<file path="config.mk">
export PLATFORM = sky130hd
export DESIGN_NAME = cpu_icache_flat
export DESIGN_NICKNAME = d
export VERILOG_FILES = /design/src/rtl/cpu_icache_pkg.sv /design/src/rtl/cpu_icache_if.sv /design/src/rtl/cpu_icache_fill_ctrl.sv /design/src/rtl/cpu_icache.sv /design/src/flat_wrapper.sv
export SDC_FILE = /design/constraint.sdc
export NUM_CORES = 2
export LEC_CHECK = 0
export ABC_AREA = 1
export ABC_CLOCK_PERIOD_IN_PS = 3600
export CAP_MARGIN = 40
export CORE_MARGIN = 1
export CORE_UTILIZATION = 45
export CTS_BUF_LIST = sky130_fd_sc_hd__clkbuf_8 sky130_fd_sc_hd__clkbuf_16
export CTS_CLUSTER_DIAMETER = 150
export DETAILED_ROUTE_END_ITERATION = 6
export PLACE_DENSITY = 0.68
export SLEW_MARGIN = 20
export SYNTH_ARGS = -nofsm -noshare
export SYNTH_HDL_FRONTEND = slang
export SYNTH_SLANG_ARGS = --single-unit
</file>
<file path="constraint.sdc">
create_clock -name clk -period 3.6 [get_ports clk]
set_clock_uncertainty 0.1 [all_clocks]
set_input_delay 0.72 -clock clk [delete_from_list [all_inputs] [get_ports clk]]
set_output_delay 0.72 -clock clk [all_outputs]
set_load 0.01 [all_outputs]
</file>
<file path="src/rtl/cpu_icache_pkg.sv">
// ============================================================================
// cpu_icache_pkg : shared FSM encodings and address-split width helpers
// Rev 1.0
// ============================================================================
`default_nettype none

package cpu_icache_pkg;

   localparam logic [1:0] C_ST_IDLE = 2'b00;
   localparam logic [1:0] C_ST_FILL = 2'b01;
   localparam logic [1:0] C_ST_DONE = 2'b10;

   localparam int unsigned C_XLEN = 32;

   function automatic int unsigned off_w(input int unsigned wpl);
      return $clog2(wpl) + 2;
   endfunction

   function automatic int unsigned idx_w(input int unsigned lines);
      return $clog2(lines);
   endfunction

   function automatic int unsigned tag_w(input int unsigned lines, input int unsigned wpl);
      return C_XLEN - off_w(wpl) - idx_w(lines);
   endfunction

endpackage

`default_nettype wire

</file>
<file path="src/rtl/cpu_icache_if.sv">
// ============================================================================
// cpu_icache_if : fetch-side and memory-bus signals of the instruction cache
// Rev 1.0
// ============================================================================
`default_nettype none

interface cpu_icache_if;
   logic [31:0] imem_addr;
   logic [31:0] iin;
   logic        icache_stall;
   logic        inv;
   logic        mem_req;
   logic [31:0] mem_addr;
   logic        mem_ack;
   logic [31:0] mem_rdata;

   modport slave (
      input  imem_addr, inv, mem_ack, mem_rdata,
      output iin, icache_stall, mem_req, mem_addr
   );

   modport master (
      output imem_addr, inv, mem_ack, mem_rdata,
      input  iin, icache_stall, mem_req, mem_addr
   );
endinterface

`default_nettype wire

</file>
<file path="src/rtl/cpu_icache_fill_ctrl.sv">
// ============================================================================
// cpu_icache_fill_ctrl : line-fill FSM, word counter, deferred invalidate, bus handshake
// Rev 1.0
// ============================================================================
`default_nettype none

module cpu_icache_fill_ctrl
   import cpu_icache_pkg::*;
#(
   parameter int unsigned LINES = 16,
   parameter int unsigned WPL   = 4
) (
   input  wire logic                          clk,
   input  wire logic                          rst,
   input  wire logic                          miss_i,
   input  wire logic                          inv_i,
   input  wire logic [C_XLEN-off_w(WPL)-1:0]  line_i,
   input  wire logic                          mem_ack_i,
   output logic                               idle_o,
   output logic                               mem_req_o,
   output logic [31:0]                        mem_addr_o,
   output logic                               word_we_o,
   output logic                               line_we_o,
   output logic                               inv_all_o,
   output logic [$clog2(WPL)-1:0]             cnt_o,
   output logic [C_XLEN-off_w(WPL)-1:0]       line_o
);

   localparam int unsigned WW   = $clog2(WPL);
   localparam int unsigned LW   = C_XLEN - off_w(WPL);
   localparam logic [WW-1:0] C_CNT_LAST = WW'(WPL - 1);

   logic [1:0]    state_q, state_d;
   logic [WW-1:0] cnt_q,   cnt_d;
   logic [LW-1:0] line_q,  line_d;
   logic          pend_q,  pend_d;

   always_comb begin
      state_d   = state_q;
      cnt_d     = cnt_q;
      line_d    = line_q;
      pend_d    = pend_q;
      word_we_o = 1'b0;
      line_we_o = 1'b0;
      inv_all_o = 1'b0;
      case (state_q)
         C_ST_IDLE: begin
            inv_all_o = inv_i;
            if (miss_i) begin
               state_d = C_ST_FILL;
               line_d  = line_i;
               cnt_d   = '0;
            end
         end
         C_ST_FILL: begin
            if (inv_i) pend_d = 1'b1;
            if (mem_ack_i) begin
               word_we_o = 1'b1;
               cnt_d     = cnt_q + 1'b1;
               if (cnt_q == C_CNT_LAST) begin
                  // An invalidate seen at any point of the fill also kills the new line.
                  if (pend_q || inv_i) inv_all_o = 1'b1;
                  else                 line_we_o = 1'b1;
                  pend_d  = 1'b0;
                  state_d = C_ST_DONE;
               end
            end
         end
         C_ST_DONE: begin
            inv_all_o = inv_i;
            state_d   = C_ST_IDLE;
         end
         default: state_d = C_ST_IDLE;
      endcase
   end

   always_ff @(posedge clk or negedge rst) begin
      if (!rst) begin
         state_q <= C_ST_IDLE;
         cnt_q   <= '0;
         line_q  <= '0;
         pend_q  <= 1'b0;
      end else begin
         state_q <= state_d;
         cnt_q   <= cnt_d;
         line_q  <= line_d;
         pend_q  <= pend_d;
      end
   end

   assign idle_o     = (state_q == C_ST_IDLE);
   assign mem_req_o  = (state_q == C_ST_FILL);
   assign mem_addr_o = {line_q, cnt_q, 2'b00};
   assign cnt_o      = cnt_q;
   assign line_o     = line_q;

endmodule

`default_nettype wire

</file>
<file path="src/rtl/cpu_icache.sv">
// ============================================================================
// cpu_icache : direct-mapped read-only instruction cache, same-cycle hit path
// Rev 1.0
// ============================================================================
`default_nettype none

module cpu_icache
   import cpu_icache_pkg::*;
#(
   parameter int unsigned LINES = 16,
   parameter int unsigned WPL   = 4
) (
   input  wire logic   clk,
   input  wire logic   rst,
   cpu_icache_if.slave bus
);

   localparam int unsigned OFF = off_w(WPL);
   localparam int unsigned IDX = idx_w(LINES);
   localparam int unsigned TAG = tag_w(LINES, WPL);
   localparam int unsigned WW  = $clog2(WPL);
   localparam int unsigned LW  = TAG + IDX;

   logic [LINES-1:0] valid_q, valid_d;
   logic [TAG-1:0]   tag_ram_q [LINES];
   logic [31:0]      data_q    [LINES][WPL];

   logic [WW-1:0]  w_word;
   logic [IDX-1:0] w_idx;
   logic [TAG-1:0] w_tag;
   logic           w_match;
   logic           w_hit;
   logic           w_idle;
   logic           w_word_we;
   logic           w_line_we;
   logic           w_inv_all;
   logic [WW-1:0]  w_cnt;
   logic [LW-1:0]  w_fill_line;
   logic [IDX-1:0] w_fill_idx;
   logic [TAG-1:0] w_fill_tag;

   assign w_word  = bus.imem_addr[OFF-1:2];
   assign w_idx   = bus.imem_addr[OFF+IDX-1:OFF];
   assign w_tag   = bus.imem_addr[31:OFF+IDX];
   assign w_match = valid_q[w_idx] && (tag_ram_q[w_idx] == w_tag);
   assign w_hit   = w_match && w_idle;

   assign bus.iin          = w_hit ? data_q[w_idx][w_word] : 32'h0;
   assign bus.icache_stall = !w_hit;

   cpu_icache_fill_ctrl #(
      .LINES (LINES),
      .WPL   (WPL)
   ) u_fill_ctrl (
      .clk        (clk),
      .rst        (rst),
      .miss_i     (!w_match),
      .inv_i      (bus.inv),
      .line_i     (bus.imem_addr[31:OFF]),
      .mem_ack_i  (bus.mem_ack),
      .idle_o     (w_idle),
      .mem_req_o  (bus.mem_req),
      .mem_addr_o (bus.mem_addr),
      .word_we_o  (w_word_we),
      .line_we_o  (w_line_we),
      .inv_all_o  (w_inv_all),
      .cnt_o      (w_cnt),
      .line_o     (w_fill_line)
   );

   assign w_fill_idx = w_fill_line[IDX-1:0];
   assign w_fill_tag = w_fill_line[LW-1:IDX];

   // Invalidate takes priority so a fill that overlapped an inv leaves nothing valid.
   always_comb begin
      valid_d = valid_q;
      if (w_inv_all)      valid_d = '0;
      else if (w_line_we) valid_d[w_fill_idx] = 1'b1;
   end

   always_ff @(posedge clk or negedge rst) begin
      if (!rst) valid_q <= '0;
      else      valid_q <= valid_d;
   end

   always_ff @(posedge clk) begin
      if (w_line_we) tag_ram_q[w_fill_idx] <= w_fill_tag;
      if (w_word_we) data_q[w_fill_idx][w_cnt] <= bus.mem_rdata;
   end

endmodule

`default_nettype wire
</file>
<file path="src/flat_wrapper.sv">
// flat-port wrapper written by rule: the top's interface ports become plain ports
module cpu_icache_flat import cpu_icache_pkg::*;
#(
   parameter int unsigned LINES = 16,
   parameter int unsigned WPL   = 4
)
  (clk, rst, bus_imem_addr, bus_inv, bus_mem_ack, bus_mem_rdata, bus_iin, bus_icache_stall, bus_mem_req, bus_mem_addr);
  cpu_icache_if bus_i ();
  input  wire logic clk;
  input  wire logic rst;
  input wire logic [$bits(bus_i.imem_addr)-1:0] bus_imem_addr;
  input wire logic [$bits(bus_i.inv)-1:0] bus_inv;
  input wire logic [$bits(bus_i.mem_ack)-1:0] bus_mem_ack;
  input wire logic [$bits(bus_i.mem_rdata)-1:0] bus_mem_rdata;
  output wire logic [$bits(bus_i.iin)-1:0] bus_iin;
  output wire logic [$bits(bus_i.icache_stall)-1:0] bus_icache_stall;
  output wire logic [$bits(bus_i.mem_req)-1:0] bus_mem_req;
  output wire logic [$bits(bus_i.mem_addr)-1:0] bus_mem_addr;
  assign bus_i.imem_addr = bus_imem_addr;
  assign bus_i.inv = bus_inv;
  assign bus_i.mem_ack = bus_mem_ack;
  assign bus_i.mem_rdata = bus_mem_rdata;
  assign bus_iin = bus_i.iin;
  assign bus_icache_stall = bus_i.icache_stall;
  assign bus_mem_req = bus_i.mem_req;
  assign bus_mem_addr = bus_i.mem_addr;
  cpu_icache #(.LINES(LINES), .WPL(WPL)) u_core (.clk(clk), .rst(rst), .bus(bus_i));
endmodule
</file>
==> insert_results.sql <==
INSERT INTO impl_metrics (metric_group, metric, value, unit) VALUES
('status', 'status', 'finished with violations', ''),
('status', 'violations', 'negative setup slack', ''),
('logic_synthesis', 'post-synth-top-count-cell', 'sky130_fd_sc_hd__edfxtp_1', ''),
('pwr', 'reg_power_frac', '0.519', ''),
('pwr', 'pwr_density_cell', '556', 'nW/um^2'),
('worst_setup_path', 'worst-endpoint-required', '2780', 'ps'),
('routing', 'drt-initial-drc-count', '9653', ''),
('logic_synthesis', 'synthDistinctLibCells', '32', ''),
('timing', 'setup-violations-final', '33', ''),
('flow_run', 'drv_cap', '0', ''),
('timing', 'worst-slew-pin-transition', '880', 'ps'),
('logic_synthesis', 'synthDominantCellAreaShare', '0.742', ''),
('cts', 'tritoncts', 'built', ''),
('grt', 'globalRouteTotalUtil', '0.264', ''),
('floorplanning', 'core_area', '217000', 'sq um'),
('logic_synthesis', 'synth_seq_area_share', '0.754', ''),
('timing', 'grt_setup_unrepaired', 'true', ''),
('floorplanning', 'die_height', '470', 'microns'),
('timing', 'timing_hold_violations_final', '0', ''),
('logic_synthesis', 'yosys_register_bits', '2481', ''),
('logic_synthesis', 'asyncSetResetFlopFracSynth', '0.0198', ''),
('pwr', 'comb_power_share', '0.099', ''),
('layout', 'drive_above_1_share', '0.156', ''),
('logic_synthesis', 'synth_common_cells', 'sky130_fd_sc_hd__edfxtp_1, sky130_fd_sc_hd__nand2_1, sky130_fd_sc_hd__nor2_1', ''),
('logic_synthesis', 'synth-edff-count', '2432', ''),
('cts', 'cts_inserted_buffers', '231', ''),
('routing', 'vias_per_std_cell', '6.08', ''),
('grt', 'antenna_found_initial', '17', ''),
('pwr', 'cellInternalPower', '49.5', 'mW'),
('worst_setup_path', 'reg_to_reg_setup_timing_slack', '840', 'ps'),
('logic_synthesis', 'yosys-top-cells-area', 'sky130_fd_sc_hd__edfxtp_1, sky130_fd_sc_hd__nand2_1, sky130_fd_sc_hd__o21ai_0', ''),
('timing', 'layout_min_cycle_time', '4180', 'ps'),
('logic_synthesis', 'post_synth_inst_count', '7492', ''),
('place', 'globalplace.congestion', '0.877', ''),
('worst_setup_path', 'timing.critical_path.from_type', 'input port', ''),
('worst_setup_path', 'path_delay_family', 'buffers and inverters', ''),
('floorplanning', 'cell_rows', '171', ''),
('timing', 'timing.final.ws_setup', '-585', 'ps'),
('cts', 'clk-insertion-delay-late', '900', 'ps'),
('pwr', 'switching_power', '16.0', 'mW'),
('logic_synthesis', 'cell_accounting_for_the_most_synthesized_area', 'sky130_fd_sc_hd__edfxtp_1', ''),
('cts', 'cts_buffer_depth', '3', ''),
('routing', 'final_ant_viol_nets', '0', ''),
('place', 'io_buffers', '129', ''),
('timing', 'setup_total_negative_slack', '-15460', 'ps'),
('timing', 'tightest_slew_margin_relative_to_the_limit', '0.413', ''),
('pwr', 'vdd_drop_max', '0.000591', 'V'),
('cts', 'cts_sinks', '2481', ''),
('logic_synthesis', 'syn-cell-area', '98400', 'sq um'),
('worst_setup_path', 'crit_top_cell', 'sky130_fd_sc_hd__buf_12', ''),
('pwr', 'power.total', '65.6', 'mW'),
('worst_setup_path', 'crit_path_max_incr_delay', '370', 'ps'),
('timing', 'max_freq', '239', 'MHz'),
('grt', 'first_global_vias', '64900', ''),
('routing', 'dr_total_vias', '67500', ''),
('routing', 'route.final.wire_length', '297000', 'microns'),
('timing', 'report.final.slew_viol_count', '0', ''),
('logic_synthesis', 'synth.yosys.warnings', '0', ''),
('logic_synthesis', 'syn-mean-instance-area', '13.1', 'sq um'),
('cts', 'htree_num_levels', '4', ''),
('cts', 'path_clk_slew', '60', 'ps'),
('worst_setup_path', 'crit_path_max_fanout', '29', ''),
('grt', 'globalRouteOverflowTotal', '0', ''),
('layout', 'syn2layout_area_growth', '19.9', '%'),
('worst_setup_path', 'critical_path.n_buffers_inverters', '5', ''),
('worst_setup_path', 'data_arrival_time_of_the_critical_path', '3360', 'ps'),
('cts', 'clock_tree.root_cell', 'sky130_fd_sc_hd__clkbuf_16', ''),
('routing', 'pre_repair_dr_iteration_count', '6', ''),
('grt', 'grt_pass1_wl', '430000', 'microns'),
('floorplanning', 'top_level_ports', '134', ''),
('pwr', 'sw_frac_of_total', '0.245', '');
[per-layer routing]
metal,vias to the layer above,global-route usage,share of wire
met4,4,0.130,0.053
li1,29100,-,-
met5,-,0,0.000081
met2,4446,0.405,0.45
met3,729,0.0541,0.11
met1,33200,0.359,0.38
[area by class of cell]
| type | count | area (sq um) |
|---|---|---|
| fillers | 16900 | 99200 |
| inverters | 152 | 601 |
| clock inverters | 192 | 1810 |
| multi-input cells | 4314 | 22100 |
| well taps | 2854 | 3570 |
| clock buffers | 244 | 6000 |
| diodes | 9 | 22.5 |
| flip-flops and latches | 2481 | 74300 |
| repair buffers | 860 | 9610 |
[state kept, by name (all words and copies together), names as in the netlist]
signal and cells:
u_core.u_fill_ctrl.pend_q 1, u_core.u_fill_ctrl.line_o 28, u_core.tag_ram_q 384, u_core.valid_q 16, u_core.u_fill_ctrl.cnt_o 2, u_core.u_fill_ctrl.state_q 2, u_core.data_q 2048
[placed cells by master, fill, tap and decap left out, types with 5 or more instances in the layout]
cell type | Yosys | final
sky130_fd_sc_hd__nand3b_1 | 38 | 38
sky130_fd_sc_hd__clkinv_1 | 2 | 43
sky130_fd_sc_hd__buf_16 | 0 | 6
sky130_fd_sc_hd__edfxtp_1 | 2432 | 2432
sky130_fd_sc_hd__nor3_1 | 69 | 69
sky130_fd_sc_hd__a21oi_1 | 533 | 532
sky130_fd_sc_hd__nand3_2 | 1 | 12
sky130_fd_sc_hd__o21ai_0 | 605 | 596
sky130_fd_sc_hd__nand3_1 | 340 | 328
sky130_fd_sc_hd__a211oi_1 | 31 | 27
sky130_fd_sc_hd__buf_4 | 14 | 489
sky130_fd_sc_hd__clkinvlp_4 | 0 | 9
sky130_fd_sc_hd__buf_2 | 156 | 48
sky130_fd_sc_hd__o21ai_1 | 25 | 32
sky130_fd_sc_hd__nand2_1 | 1363 | 1347
sky130_fd_sc_hd__o211ai_1 | 57 | 57
sky130_fd_sc_hd__clkbuf_8 | 0 | 9
sky130_fd_sc_hd__nor2_4 | 0 | 82
sky130_fd_sc_hd__diode_2 | 0 | 9
sky130_fd_sc_hd__bufinv_16 | 0 | 31
sky130_fd_sc_hd__clkbuf_16 | 0 | 236
sky130_fd_sc_hd__clkdlybuf4s50_1 | 0 | 58
sky130_fd_sc_hd__buf_12 | 0 | 230
sky130_fd_sc_hd__inv_16 | 0 | 5
sky130_fd_sc_hd__nor2_2 | 0 | 17
sky130_fd_sc_hd__clkinv_2 | 0 | 45
sky130_fd_sc_hd__a221o_1 | 68 | 68
sky130_fd_sc_hd__a221oi_1 | 180 | 180
sky130_fd_sc_hd__buf_6 | 1 | 22
sky130_fd_sc_hd__inv_1 | 147 | 196
sky130_fd_sc_hd__o22ai_1 | 19 | 19
sky130_fd_sc_hd__nand2_2 | 0 | 15
sky130_fd_sc_hd__o221ai_1 | 248 | 248
sky130_fd_sc_hd__dfrtp_1 | 49 | 49
sky130_fd_sc_hd__nor2_1 | 723 | 624
[worst paths after layout]
check,start,to,cells after the start
max,bus_imem_addr[4],bus_iin[28],12
min,bus_mem_rdata[11],u_core.data_q[8][107],1
max reg2reg,u_core.u_fill_ctrl.state_q[0],u_core.tag_ram_q[5][0],10
min reg2reg,u_core.u_fill_ctrl.pend_q,u_core.u_fill_ctrl.pend_q,2
max in group asynchronous,rst,u_core.valid_q[7],4
min in group asynchronous,rst,u_core.u_fill_ctrl.line_o[10],2
[per-stage QoR]
step / cells / util / hold slack, ps / cell area (sq um) / setup slack [ps]
after floorplan: 7493 / - / 324 / 98400 / -419
after global placement: 10600 / 0.505 / 392 / 110000 / -982
after detailed placement: 10700 / 0.505 / 387 / 110000 / -1030
after CTS: 11100 / 0.542 / 39.3 / 118000 / -477
after global routing: 11100 / 0.543 / 7.27 / 118000 / -632
final: 11100 / 0.543 / 25.0 / 118000 / -585
[power groups by stage]
stage          registers, mW  logic, mW  clock network (mW)
6_report                34.0       6.49                25.0
5_1_grt                 34.1       6.83                26.2
4_1_cts                 34.0       6.33                25.2
3_5_place_dp            34.6       6.27                   0
3_3_place_gp            34.6       6.14                   0
2_1_floorplan           34.4       2.60                   0
[repair_timing]
item / in CTS / in global routing
gates cloned: 1 / 1
hold buffers: 1 / 1
resized for setup: 193 / 68
setup endpoints to repair: 33 / 33
setup buffers: 2 / 4
pin swaps: 7 / 21
endpoints found under the hold margin: 16 / 1
[kinds of logic (layout without fill, tap and decap cells)]
group,Yosys count,in the layout,share of synthesized area
DFF,2481,2481,0.754
other,1,11,0.0000381
AOI/OAI and AO/OA,1767,1767,0.112
and+or+nand+nor,2541,2541,0.104
adders and majority gates,4,4,0.000508
buffers and inverters,698,1448,0.0292
Power figures use the tool's default switching activity.
